## src/rtl/mfm_pkg.sv

```systemverilog
// Shared constants and types for the MFM receive path.
package mfm_pkg;

  localparam logic [15:0] SYNC_A1_CELLS = 16'h4489;
  localparam logic [7:0]  SYNC_A1_BYTE  = 8'hA1;

  typedef enum logic {
    HUNT,
    SYNCED
  } state_e;

endpackage

```

## src/rtl/mfm_clock_check.sv

```systemverilog
// Splits a 16-cell MFM window into its data byte and flags any clock cell that breaks
// the rule clock = NOR(previous data, following data).
module mfm_clock_check (
  input  logic [15:0] win_i,
  input  logic        last_data_i,
  output logic [7:0]  data_o,
  output logic        violation_o
);

  logic prev;

  always_comb begin
    data_o      = '0;
    violation_o = 1'b0;
    prev        = last_data_i;
    // Walk from the oldest pair; each clock cell sits between two data cells.
    for (int i = 7; i >= 0; i--) begin
      data_o[i] = win_i[2*i];
      if (win_i[2*i+1] != ~(prev | win_i[2*i])) begin
        violation_o = 1'b1;
      end
      prev = win_i[2*i];
    end
  end

endmodule

```

## src/rtl/mfm_decoder.sv

```systemverilog
// MFM cell deframer: hunts for the A1 address mark, then emits one decoded byte per
// 16 consumed cells, dropping lock on repeated clock-rule violations or an index pulse.
module mfm_decoder
  import mfm_pkg::*;
#(
  parameter logic [15:0] SYNC_PATTERN = SYNC_A1_CELLS,
  parameter int unsigned MAX_ERRORS   = 4,
  parameter int unsigned CNT_W        = 16
) (
  input  logic             clk5,
  input  logic             rst_n,
  input  logic             cell_en,
  input  logic             mfm_in,
  input  logic             track_sync,
  output logic [7:0]       byte_out,
  output logic             byte_valid,
  output logic             is_mark,
  output logic             code_error,
  output logic             synced,
  output logic [CNT_W-1:0] byte_count
);

  state_e           state_q, state_d;
  logic [15:0]      win_q, win_d, win_next;
  logic [3:0]       cell_cnt_q, cell_cnt_d;
  logic [3:0]       err_cnt_q, err_cnt_d;
  logic             last_data_q, last_data_d;
  logic [7:0]       byte_out_q, byte_out_d;
  logic             byte_valid_q, byte_valid_d;
  logic             is_mark_q, is_mark_d;
  logic             code_error_q, code_error_d;
  logic             synced_q, synced_d;
  logic [CNT_W-1:0] byte_count_q, byte_count_d;

  logic [7:0]       dec_data;
  logic             dec_violation;

  assign win_next = {win_q[14:0], mfm_in};

  mfm_clock_check u_clock_check (
    .win_i       (win_next),
    .last_data_i (last_data_q),
    .data_o      (dec_data),
    .violation_o (dec_violation)
  );

  always_comb begin
    state_d      = state_q;
    win_d        = win_q;
    cell_cnt_d   = cell_cnt_q;
    err_cnt_d    = err_cnt_q;
    last_data_d  = last_data_q;
    byte_out_d   = byte_out_q;
    byte_valid_d = 1'b0;
    is_mark_d    = is_mark_q;
    code_error_d = code_error_q;
    byte_count_d = byte_count_q;

    if (track_sync) begin
      // Index pulse wins over any cell on the same edge; the partial byte is dropped.
      state_d    = HUNT;
      cell_cnt_d = '0;
      err_cnt_d  = '0;
    end else if (cell_en) begin
      win_d = win_next;
      case (state_q)
        HUNT: begin
          if (win_next == SYNC_PATTERN) begin
            state_d      = SYNCED;
            byte_valid_d = 1'b1;
            byte_out_d   = SYNC_A1_BYTE;
            is_mark_d    = 1'b1;
            code_error_d = 1'b0;
            byte_count_d = CNT_W'(1);
            cell_cnt_d   = '0;
            err_cnt_d    = '0;
            last_data_d  = win_next[0];
          end
        end
        SYNCED: begin
          if (cell_cnt_q == 4'd15) begin
            cell_cnt_d   = '0;
            byte_valid_d = 1'b1;
            byte_out_d   = dec_data;
            last_data_d  = win_next[0];
            if (byte_count_q != '1) begin
              byte_count_d = byte_count_q + CNT_W'(1);
            end
            if (win_next == SYNC_PATTERN) begin
              is_mark_d    = 1'b1;
              code_error_d = 1'b0;
              err_cnt_d    = '0;
            end else begin
              is_mark_d    = 1'b0;
              code_error_d = dec_violation;
              if (dec_violation) begin
                err_cnt_d = err_cnt_q + 4'd1;
                if (err_cnt_d == 4'(MAX_ERRORS)) begin
                  state_d   = HUNT;
                  err_cnt_d = '0;
                end
              end else begin
                err_cnt_d = '0;
              end
            end
          end else begin
            cell_cnt_d = cell_cnt_q + 4'd1;
          end
        end
        default: state_d = HUNT;
      endcase
    end

    synced_d = (state_d == SYNCED);
  end

  always_ff @(posedge clk5 or negedge rst_n) begin
    if (!rst_n) begin
      state_q      <= HUNT;
      win_q        <= '0;
      cell_cnt_q   <= '0;
      err_cnt_q    <= '0;
      last_data_q  <= 1'b0;
      byte_out_q   <= '0;
      byte_valid_q <= 1'b0;
      is_mark_q    <= 1'b0;
      code_error_q <= 1'b0;
      synced_q     <= 1'b0;
      byte_count_q <= '0;
    end else begin
      state_q      <= state_d;
      win_q        <= win_d;
      cell_cnt_q   <= cell_cnt_d;
      err_cnt_q    <= err_cnt_d;
      last_data_q  <= last_data_d;
      byte_out_q   <= byte_out_d;
      byte_valid_q <= byte_valid_d;
      is_mark_q    <= is_mark_d;
      code_error_q <= code_error_d;
      synced_q     <= synced_d;
      byte_count_q <= byte_count_d;
    end
  end

  assign byte_out   = byte_out_q;
  assign byte_valid = byte_valid_q;
  assign is_mark    = is_mark_q;
  assign code_error = code_error_q;
  assign synced     = synced_q;
  assign byte_count = byte_count_q;

endmodule

```

## config.mk

```make
export PLATFORM = sky130hd
export DESIGN_NAME = mfm_decoder
export DESIGN_NICKNAME = d
export VERILOG_FILES = /design/src/rtl/mfm_pkg.sv /design/src/rtl/mfm_clock_check.sv /design/src/rtl/mfm_decoder.sv
export SDC_FILE = /design/constraint.sdc
export NUM_CORES = 1
export LEC_CHECK = 0
export ABC_AREA = 1
export CAP_MARGIN = 20
export CORE_UTILIZATION = 30
export DETAILED_ROUTE_END_ITERATION = 8
export GPL_TIMING_DRIVEN = 0
export PLACE_DENSITY = 0.52
export SLEW_MARGIN = 20
export SYNTH_ARGS = -nofsm -noshare
export SYNTH_HDL_FRONTEND = slang
export SYNTH_HIERARCHICAL = 1
export SYNTH_SLANG_ARGS = --single-unit
```

## constraint.sdc

```tcl
create_clock -name clk5 -period 2.2 [get_ports clk5]
set_clock_uncertainty 0.2 [all_clocks]
set_input_delay 0.55 -clock clk5 [delete_from_list [all_inputs] [get_ports clk5]]
set_output_delay 0.55 -clock clk5 [all_outputs]
set_load 0.02 [all_outputs]
```

Yosys cells after proc, flatten, opt, wreduce, memory -nomap -nowiden
Cells that the tools add are included.

cells by class
  $add $sub $neg = 3
  multiply operators = 0
  div/mod/pow operators = 0
  $lt $le $gt $ge = 0
  equal/unequal tests = 17
  shift-type cells = 0
  mux-type cells = 49
  bitwise logic cells = 18
  reductions and logical operators = 6

operators with widths
  operator               count
  $mux 16                3
  $mux 4                 10
  $pmux 16 s2            1
  $mux 1                 25
  $add 16x1->16 const B  1
  $eq 16x15->1 const B   1
  $mux 8                 2
  $ne 16x16->1 const B   1
  $pmux 4 s2             2
  $pmux 8 s2             1
  $not 1->1              10
  $pmux 1 s2             5
  $add 4x1->4 const B    2
  $ne 1x1->1             8
  $or 1x1->1             8
  $reduce_and 5->1       1
  $eq 4x3->1 const B     1
  $eq 4x4->1 const B     1
  $ne 2x1->1 const B     2
  $reduce_and 2->1       2
  $reduce_and 4->1       1
  $ne 3x2->1 const B     1
  $ne 3x3->1 const B     1
  $reduce_and 3->1       1
  2 further kinds        2

storage, ports and cells
  register bits = 52
  latch bits = 0
  memory bits (writable) = 0
  ROM bits = 0
  input port bits = 5
  output and inout port bits = 28
  word-level logic and storage cells = 103
  memories kept = 0

Depth between registers and ports, before layout
Gate-level depths: netlist of run 1.

  depth after elaboration = 17
  depth in mapped cells = 11
  gate-level depth less buffers = 11

Cells and area by module
Netlist of run 1, hierarchy kept.

modules (own cells, without submodules)
  module           instances  cells each  area each (µm²)  sequential area each (µm²)
  mfm_decoder      1          352         2720.1           1301.2
  mfm_clock_check  1          53          260.2            0.0

Worst setup path before layout of run 1
OpenSTA, ideal clock, no wires.

  path kind = register to register
  from = register byte_count_q[0], in the netlist byte_count[0]
  to = register byte_count_q[12], in the netlist byte_count[12]
  setup time = 74 ps
  data arrival time = 1508 ps
  required time = 1926 ps
  path slack = 418 ps
  cell stages (with the launch flop) = 9
  buffers on the path = 1
  period minus slack after synthesis = 1782 ps
  path through = dfrtp_1 ha_1 nand3_2 nor2_4 nand4_2 nand3_4 buf_6 nand2_1 o21ai_2

between the ends
  longest elaborated chain between the ends = 4
  elaborated cells on any way between the ends = 7
  those cells by class = add/sub (1); eq/ne (2); mux (3); reduce/logical (1)

ends and longest elaborated chain
  item                    RTL line            source
  start, declared         mfm_decoder.sv:33   logic [CNT_W-1:0] byte_count_q, byte_count_d;
  start signal, assigned  mfm_decoder.sv:141  byte_count_q <= byte_count_d;
  $add 16x1->16           mfm_decoder.sv:87   byte_count_d = byte_count_q + CNT_W'(1);
  $mux 16                 mfm_decoder.sv:86   if (byte_count_q != '1) begin
  $mux 16                 mfm_decoder.sv:81   if (cell_cnt_q == 4'd15) begin
  $pmux 16 s2             mfm_decoder.sv:66   case (state_q)

Parallel ways exist; a longest one is shown, timed or not. The select of a mux whose other input is x is not followed.
A chain may end at the register's enable or synchronous reset.

Final worst setup path of run 1
  from = register byte_count_q[0], in the netlist byte_count[0]
  to = output byte_count[0]

RTL lines
  item           RTL line           source
  end, declared  mfm_decoder.sv:20  output logic [CNT_W-1:0] byte_count

No word-level cell between the ends.

==> results of run 1 <==
## path summary, 6_finish.rpt
check | end | slack [ns] | cells past startpoint
min in group clk5 | byte_out[4]$_DFFE_PN0P_ | 0.28 | 2
min reg2reg | byte_out[4]$_DFFE_PN0P_ | 0.28 | 2
max | byte_count[0] | 0.06 | 1
max reg2reg | byte_count[9]$_DFFE_PN0P_ | 0.33 | 8
max in group asynchronous | byte_count[0]$_DFFE_PN0P_ | 1.25 | 1
min | byte_count[3]$_DFFE_PN0P_ | 0.08 | 1
## layout by cell type (no fill, tap or decap), types with 8 or more instances in the layout
cell type and n:
buf_4 12, clkdlybuf4s50_1 23, dfrtp_1 51, nor2_1 53, o21ai_0 16, nand3_1 37
nand2_1 144, inv_1 25, o21ai_2 8
## registers in the layout (all words and copies together) (netlist names)
name,flops
byte_count,16
byte_out,8
byte_valid,1
cell_cnt_q,4
code_error,1
err_cnt_q,4
is_mark,1
last_data_q,1
synced,1
win_q,15
## layout make-up
cell class	count	share of cell area
multi-input combinational	306	0.4028
timing repair buffer	35	0.09896
buffer	15	0.03090
clock buffer	7	0.02396
sequential	52	0.3615
tap	133	0.04618
clock inverter	1	0.002083
inverter	32	0.03368
## cell families after synthesis
kind of cell | synth area share
AND/OR/NAND/NOR | 0.3787
buffers and inverters | 0.07808
AO/OA/AOI/OAI | 0.08103
adder cells (fa/ha/maj) | 0.01679
flip-flops | 0.4366
XOR/XNOR | 0.008818
## routing by layer
layer,up-vias,part of all wire,global-route usage
met5,-,0,0
met4,0,0.0037,0.03010
met3,2,0.022,0.02553
met2,26,0.48,0.2547
met1,1251,0.49,0.1882
li1,1359,-,-
## through the flow
stage	setup TNS [ns]	cells	util
floorplan	0	405	-
global placement	-85.17	570	0.3580
detailed placement	-10.89	570	0.3578
CTS	0	578	0.3677
global route	0	581	0.3721
finish	0	581	0.3721
## what timing repair did
item	4_1_cts	5_1_grt
gates resized for setup	3	9
hold endpoints to repair	0	0
pin swaps	0	1
setup buffers	0	3
setup endpoints to repair	4	29
## report_power, final
part	leakage (nW)	internal (mW)	switching, mW
combinational	1.04	0.153	0.180
sequential	0.707	1.02	0.0908
clock	0.0445	0.257	0.313
total	1.79	1.43	0.584
==> reports/qor.txt, run 1 <==
Fillers: 1039
Post-Syn Area: 2980 um2
Placer congestion estimate: 0.7944
Buf+Inv Stages, Crit Path: 1
Share of flip-flops with an asynchronous set or reset: 1.000
Post-synth net total: 414
Final setup fails: 0
Clk buf depth: 2
Seq/Total Area, Yosys: 0.4366
# H-tree levels: 2
Worst path required time: 1.45 ns
Mean post-synth cell area: 7.359 um2
Final Power: 2.016 mW
Vias in the first global route: 2584
Fin. max-slew vios: 0
Post-DRT Antenna Nets: 0
FF+latch area: 1303 um2
CP Launch Point: byte_count[0]$_DFFE_PN0P_
Slowest-stage cell, CP: clkdlybuf4s50_1
Num CTS Buffers: 5
Die Height: 101.7 um
Worst-margin pin slew: 0.6711 ns
Die Wd: 101.7 um
Area Growth Syn to Fin: 20.91%
DRT Wirelength: 6.982 mm
Worst-path clk slew: 0.10 ns
Commonest cells in the synthesized netlist: nand2_1, nor2_1, dfrtp_1
Total GRT Usage: 0.1458
Status: complete, no violations
HPWL Detailed: 5.055 mm
Synth area leader: dfrtp_1
Max Cap Viol: 0
Hold WS: 0.07550 ns
Max_slew headroom: 0.5526
WP data arrival: 1.39 ns
Final Critical Period: 2.142 ns
Num rows: 36
Reg2Reg Launch Point: byte_count[0]$_DFFE_PN0P_
Critical path capture point type: primary output
Sink Count: 52
Maximum vdd drop: 240.9 uV
Largest net degree at the start of global routing: 53
Root Driver: clkbuf_8
Setup ws final: 0.05805 ns
Fmax: 0.4669 GHz
First-pass GRT wire length: 11.96 mm
Grt ovf: 0
RSZ-0062 raised after global routing: false
Initial Util: 0.3078
Dpl ws: -0.3244 ns
Nets: 456
P_leak: 1.791 nW
CP peak stage delay: 0.63 ns
Detailed Routing Iterations Pass 1: 5
IO buf count: 32
Worst-Skew Late Latency: 0.30 ns
Cells along the critical path: clkdlybuf4s50_1
Avg Vias per Cell: 4.540
Worst-path fanout max: 8
Top cell type's share of synthesized area: 0.4366
Diode count: 0
FF+latch count, synth: 52
Area occupied by multi-input gates: 1451 um2
Worst hold path class: input pin to asynchronous set/reset pin
Post-route cell area: 3603 um2
Tcrit/Tclk final: 0.9736
PwrDens: 559.3 nW/um2
Dpl cell area: 3465 um2
Top-count cell post-synth: nand2_1
1st-iter DRT viols: 105
Vias: 2638
DRC: 0
Library cells used by synthesis: 28
Die footprint: 10340 um2
Post-Syn Instances: 405
Initial antenna violation count: 0
CP startpoint kind: flop
Crit path max-delay family: buffers and inverters
Layout cells sized above 1: 0.1339
Final Hold Violating Endpoints: 0
Synthesis Warnings: 6
I/O pin count: 33
EDFF count, synth: 0
Synth top area cells: dfrtp_1, nand2_1, nor2_1
CP Class: flop to primary output
Hold_buf cts: 0
Most used flip-flop cell after synthesis: dfrtp_1
Wirelength per Cell: 12.02 um
TritonCTS clock tree: yes
Core region area: 9684 um2
(Power assumes the default switching activity.)
==> run 2: changes to the inputs <==
--- a/config.mk
+++ b/config.mk
@@ -8,9 +8,10 @@
 export ABC_AREA = 1
 export CAP_MARGIN = 20
 export CORE_UTILIZATION = 30
+export CTS_CLUSTER_SIZE = 20
 export DETAILED_ROUTE_END_ITERATION = 8
 export GPL_TIMING_DRIVEN = 0
-export PLACE_DENSITY = 0.52
+export PLACE_DENSITY = 0.57
 export SLEW_MARGIN = 20
 export SYNTH_ARGS = -nofsm -noshare
 export SYNTH_HDL_FRONTEND = slang
==> reports/qor.txt, run 2 (synthesis results as in run 1) <==
Clk buf depth: 2 (unchanged)
Setup ws final: 0.05743 ns (-0.0006255 ns)
Hold_buf cts: 0 (unchanged)
Crit path max-delay family: buffers and inverters
Diode count: 0 (unchanged)
CP peak stage delay: 0.64 ns (about the same)
Vias: 2668 (+1.1%)
R2R setup slack: 0.36 ns (+0.03 ns)
CP startpoint kind: flop
Commonest cells after routing, fill and taps aside: nand2_1, nor2_1, dfrtp_1
Max reg flops: 16 (unchanged)
CP Class: flop to primary output
Tcrit/Tclk final: 0.9739 (about the same)
WP data arrival: 1.39 ns (about the same)
Max Cap Viol: 0 (unchanged)
Final setup fails: 0 (unchanged)
Commonest non-fill, non-tap cell in the layout: nand2_1
Hold WS: 0.07696 ns (+0.001457 ns)
Num rows: 36 (unchanged)
Sink Count: 52 (unchanged)
Root Driver: clkbuf_8
P_leak: 1.826 nW (+1.9%)
Num CTS Buffers: 5 (unchanged)
TritonCTS clock tree: yes
# H-tree levels: 2 (unchanged)
Worst-path clk slew: 0.09 ns (about the same)
Worst-path fanout max: 5 (-3)
Final Hold Violating Endpoints: 0 (unchanged)
Critical path capture point type: primary output
1st-iter DRT viols: 166 (+58%)
Die Wd: 101.7 um (unchanged)
Die footprint: 10340 um2 (unchanged)
Maximum vdd drop: 275.2 uV (+14%)
Total GRT Usage: 0.1453 (-0.0004836)
Area Growth Syn to Fin: 20.82% (about the same)
Post-DRT Antenna Nets: 0 (unchanged)
Initial Util: 0.3078 (unchanged)
IO buf count: 32 (unchanged)
Grt ovf: 0 (unchanged)
Max_slew headroom: 0.5432 (-0.009406)
Fmax: 0.4667 GHz (about the same)
Wirelength per Cell: 11.90 um (-1.0%)
Slowest-stage cell, CP: clkdlybuf4s50_1
Worst-Skew Late Latency: 0.31 ns (about the same)
Worst-margin pin slew: 0.6852 ns (+0.01411 ns)
Die Height: 101.7 um (unchanged)
Placer congestion estimate: 0.8320 (+4.7%)
Worst hold path class: input pin to asynchronous set/reset pin
Worst path required time: 1.45 ns (about the same)
HPWL Detailed: 4.907 mm (-2.9%)
Status: complete, no violations
Vias in the first global route: 2513 (-2.7%)
Reg2Reg Launch Point: byte_count[0]$_DFFE_PN0P_
Worst reg2reg endpoint: byte_count[9]$_DFFE_PN0P_
I/O pin count: 33 (unchanged)
Core region area: 9684 um2 (unchanged)
RSZ-0062 raised after global routing: false
Layout cells sized above 1: 0.1298 (-0.004175)
DRC: 0 (unchanged)
Fin. max-slew vios: 0 (unchanged)
Nets: 455 (-0.22%)
CP Launch Point: byte_count[10]$_DFFE_PN0P_
Largest net degree at the start of global routing: 53 (unchanged)
PwrDens: 564.3 nW/um2 (+0.89%)
Cells along the critical path: clkdlybuf4s50_1
First-pass GRT wire length: 11.75 mm (-1.8%)
Detailed Routing Iterations Pass 1: 4 (-1)
DRT Wirelength: 6.900 mm (-1.2%)
Worst R2R Path Depth: 8 (unchanged)
Avg Vias per Cell: 4.600 (+1.3%)
Final Critical Period: 2.143 ns (+0.0006255 ns)
Buf+Inv Stages, Crit Path: 1 (unchanged)
Initial antenna violation count: 0 (unchanged)
Dpl ws: -0.3299 ns (-0.005495 ns)
## run 2: cell count changes in the layout (fill, tap and decap cells not counted)
cell             change
dlymetal6s2s_1       +2
inv_2                -1
inv_1                +1
clkdlybuf4s50_1      -2
buf_4                -1
## run 2: metrics by stage
stage	cells	TNS (ns)	power [mW]	cell area, um2	utilization
6_report	580	0	2.032	3601	0.3718
5_1_grt	580	0	2.158	3601	0.3718
4_1_cts	578	0	2.062	3561	0.3677
3_5_place_dp	570	-10.69	1.463	3465	0.3578
3_3_place_gp	570	-78.36	1.457	3467	0.3580
2_1_floorplan	405	0	1.350	2980	-
## run 2: layer usage
metal	part of all wire	GRT usage	wire length (um)
met2	0.46	0.2422	3203
met3	0.037	0.03106	253
met1	0.49	0.1902	3365
met4	0.011	0.03902	78
met5	0	0	0
## run 2: layout make-up
type                    count  area (um2)
clock buffers               7       86.33
inverters                  32       121.4
flip-flops and latches     52        1303
well taps                 133       166.4
repair buffers             34       354.1
clock inverters             1       7.507
fillers                  1007        6083
plain buffers              15       111.4
multi-input cells         306        1451
## run 2: worst max-delay path by stage
stage	end	slack (ns)	cells after the start
6_report	byte_count[10]	0.06	1
5_1_grt	byte_count[5]	0.0009	1
4_1_cts	byte_count[4]	0.02	1
3_5_place_dp	byte_count[13]$_DFFE_PN0P_	-0.33	11
3_3_place_gp	err_cnt_q[3]$_DFFE_PN0P_	-1.32	1
2_1_floorplan	byte_count[12]$_DFFE_PN0P_	0.42	8
## run 2: timing repair
action | 4_1_cts | 5_1_grt
resized for setup | 3 | 10
setup endpoints to repair | 3 | 37
setup buffers | 0 | 2
pin swaps | 0 | 2
## run 2: where the power goes
group / internal [mW] / switching, mW / total, mW
clock: 0.257 / 0.331 / 0.588
combinational: 0.152 / 0.180 / 0.332
sequential: 1.02 / 0.0904 / 1.11
total: 1.43 / 0.601 / 2.03
==> run 3: changes to the inputs <==
--- a/config.mk
+++ b/config.mk
@@ -10,7 +10,6 @@
 export CORE_UTILIZATION = 30
 export CTS_CLUSTER_SIZE = 20
 export DETAILED_ROUTE_END_ITERATION = 8
-export GPL_TIMING_DRIVEN = 0
 export PLACE_DENSITY = 0.57
 export SLEW_MARGIN = 20
 export SYNTH_ARGS = -nofsm -noshare
==> reports/qor.txt, run 3 (synthesis results as in run 1) <==
Fmax: 0.4644 GHz (-0.49%)
PwrDens: 552.6 nW/um2 (-2.1%)
Worst-path fanout max: 6 (+1)
TritonCTS clock tree: yes
1st-iter DRT viols: 76 (-54%)
DP Cell Count: 570 (unchanged)
Max_slew headroom: 0.8011 (+0.2579)
Worst-path clk slew: 0.10 ns (about the same)
Final Critical Period: 2.153 ns (+0.01052 ns)
Largest net degree at the start of global routing: 53 (unchanged)
Max reg flops: 16 (unchanged)
Worst hold path class: input pin to asynchronous set/reset pin
Detailed Routing Iterations Pass 1: 4 (unchanged)
RSZ-0062 raised after global routing: false
IO buf count: 32 (unchanged)
Status: complete, no violations
CP Class: flop to primary output
Final Power: 1.985 mW (-2.3%)
Final Hold Violating Endpoints: 0 (unchanged)
Num CTS Buffers: 5 (unchanged)
Final setup fails: 0 (unchanged)
WP data arrival: 1.40 ns (about the same)
Sequential power share: 0.560 (+0.013)
Layout cells sized above 1: 0.1281 (-0.001664)
Diode count: 0 (unchanged)
Wirelength per Cell: 10.98 um (-7.7%)
DRC: 0 (unchanged)
Commonest cells after routing, fill and taps aside: nand2_1, nor2_1, dfrtp_1
Combinational share of power: 0.154 (-0.010)
Grt ovf: 0 (unchanged)
Dpl ws: -0.1882 ns (+0.1417 ns)
Vias in the first global route: 2211 (-12%)
Non-filler instance count after layout: 578 (-0.34%)
I/O pin count: 33 (unchanged)
HPWL Detailed: 4.582 mm (-6.6%)
Worst path required time: 1.45 ns (about the same)
Post-DRT Antenna Nets: 0 (unchanged)
Core region area: 9684 um2 (unchanged)
Setup ws final: 0.04691 ns (-0.01052 ns)
Slowest-stage cell, CP: clkdlybuf4s50_1
Die Wd: 101.7 um (unchanged)
Fillers: 1018 (+1.1%)
Critical path capture point type: primary output
Die footprint: 10340 um2 (unchanged)
Int Pwr: 1.384 mW (-3.2%)
Avg Vias per Cell: 4.398 (-4.4%)
CP peak stage delay: 0.64 ns (about the same)
CP startpoint kind: flop
Worst-margin pin slew: 0.2984 ns (-0.3868 ns)
Clk buf depth: 2 (unchanged)
Total GRT Usage: 0.1289 (-0.01634)
P_leak: 1.770 nW (-3.1%)
Vias: 2542 (-4.7%)
Crit path max-delay family: buffers and inverters
Max Cap Viol: 0 (unchanged)
First-pass GRT wire length: 10.56 mm (-10%)
DRT Wirelength: 6.345 mm (-8.0%)
Initial antenna violation count: 0 (unchanged)
Cells along the critical path: clkdlybuf4s50_1
Nets: 453 (-0.44%)
Die Height: 101.7 um (unchanged)
Sink Count: 52 (unchanged)
Fin. max-slew vios: 0 (unchanged)
Worst-Skew Late Latency: 0.31 ns (about the same)
Num rows: 36 (unchanged)
Clk pwr share: 0.285 (-0.004)
Initial Util: 0.3078 (unchanged)
Area Growth Syn to Fin: 20.53%
Maximum vdd drop: 402.6 uV (+46%)
P_sw: 0.6007 mW (-0.13%)
Tcrit/Tclk final: 0.9787 (+0.004782)
Commonest non-fill, non-tap cell in the layout: nand2_1
Switching fraction of total power: 0.3026 (+0.006633)
Buf+Inv Stages, Crit Path: 1 (unchanged)
# H-tree levels: 2 (unchanged)
Root Driver: clkbuf_8
Placer congestion estimate: 0.7581 (-8.9%)
## run 3: changes by cell type in the layout (fill, tap and decap cells not counted), sizes merged
cell	change
clkbuf	-4
dlymetal6s2s	-4
clkdlybuf4s50	+3
clkinv	+2
clkinvlp	-1
dlygate4sd2	+1
inv	+1
## run 3: stage by stage
step / util / hold WS, ns / TNS (ns) / area (um2)
4_1_cts: 0.3694 / 0.02860 / 0 / 3577
6_report: 0.3709 / 0.01197 / 0 / 3592
5_1_grt: 0.3709 / 0.04907 / 0 / 3592
2_1_floorplan: - / 0.05441 / 0 / 2980
3_5_place_dp: 0.3602 / 0.2583 / -4.485 / 3488
3_3_place_gp: 0.3602 / 0.2576 / -4.459 / 3488
## run 3: layout make-up
cell class	count	area [um2]	share of cell area
clock buffer	5	68.82	0.01916
clock inverter	3	22.52	0.006270
sequential	52	1301	0.3622
timing repair buffer	47	462.9	0.1289
tap	133	166.4	0.04633
inverter	32	121.4	0.03379
multi-input combinational	306	1449	0.4033
## run 3: metal layers
| metal | GRT usage | up-vias | wire [um] |
|---|---|---|---|
| met5 | 0 | - | 0 |
| met4 | 0.03679 | 0 | 63 |
| met3 | 0.02139 | 4 | 194 |
| met2 | 0.2053 | 33 | 2871 |
| met1 | 0.1798 | 1151 | 3215 |
| li1 | - | 1354 | - |
## run 3: timing repair
item	CTS	global route
setup buffers	0	0
hold buffers	0	0
resized for setup	2	6
setup endpoints to repair	2	20
## run 3: power by group through the flow
stage | Combinational [mW] | Sequential [mW] | Clock (mW)
global route | 0.355 | 1.13 | 0.614
global placement | 0.306 | 1.13 | 0
floorplan | 0.226 | 1.12 | 0
detailed placement | 0.311 | 1.13 | 0
CTS | 0.311 | 1.11 | 0.595
finish | 0.307 | 1.11 | 0.566
## run 3: worst paths after layout
kind                                                start                   endpoint  slack [ns]  cells after the start
worst max register to register  byte_count[0]$_DFFE_PN0P_  byte_count[7]$_DFFE_PN0P_        0.32                      7
max in group asynchronous                           rst_n   err_cnt_q[2]$_DFFE_PN0P_        1.53                      2
worst max-delay path            byte_count[9]$_DFFE_PN0P_              byte_count[9]        0.05                      1
worst min register to register    byte_out[2]$_DFFE_PN0P_    byte_out[2]$_DFFE_PN0P_        0.28                      2
worst min-delay path                                rst_n  byte_count[2]$_DFFE_PN0P_        0.01                      2
min in group clk5                 byte_out[2]$_DFFE_PN0P_    byte_out[2]$_DFFE_PN0P_        0.28                      2
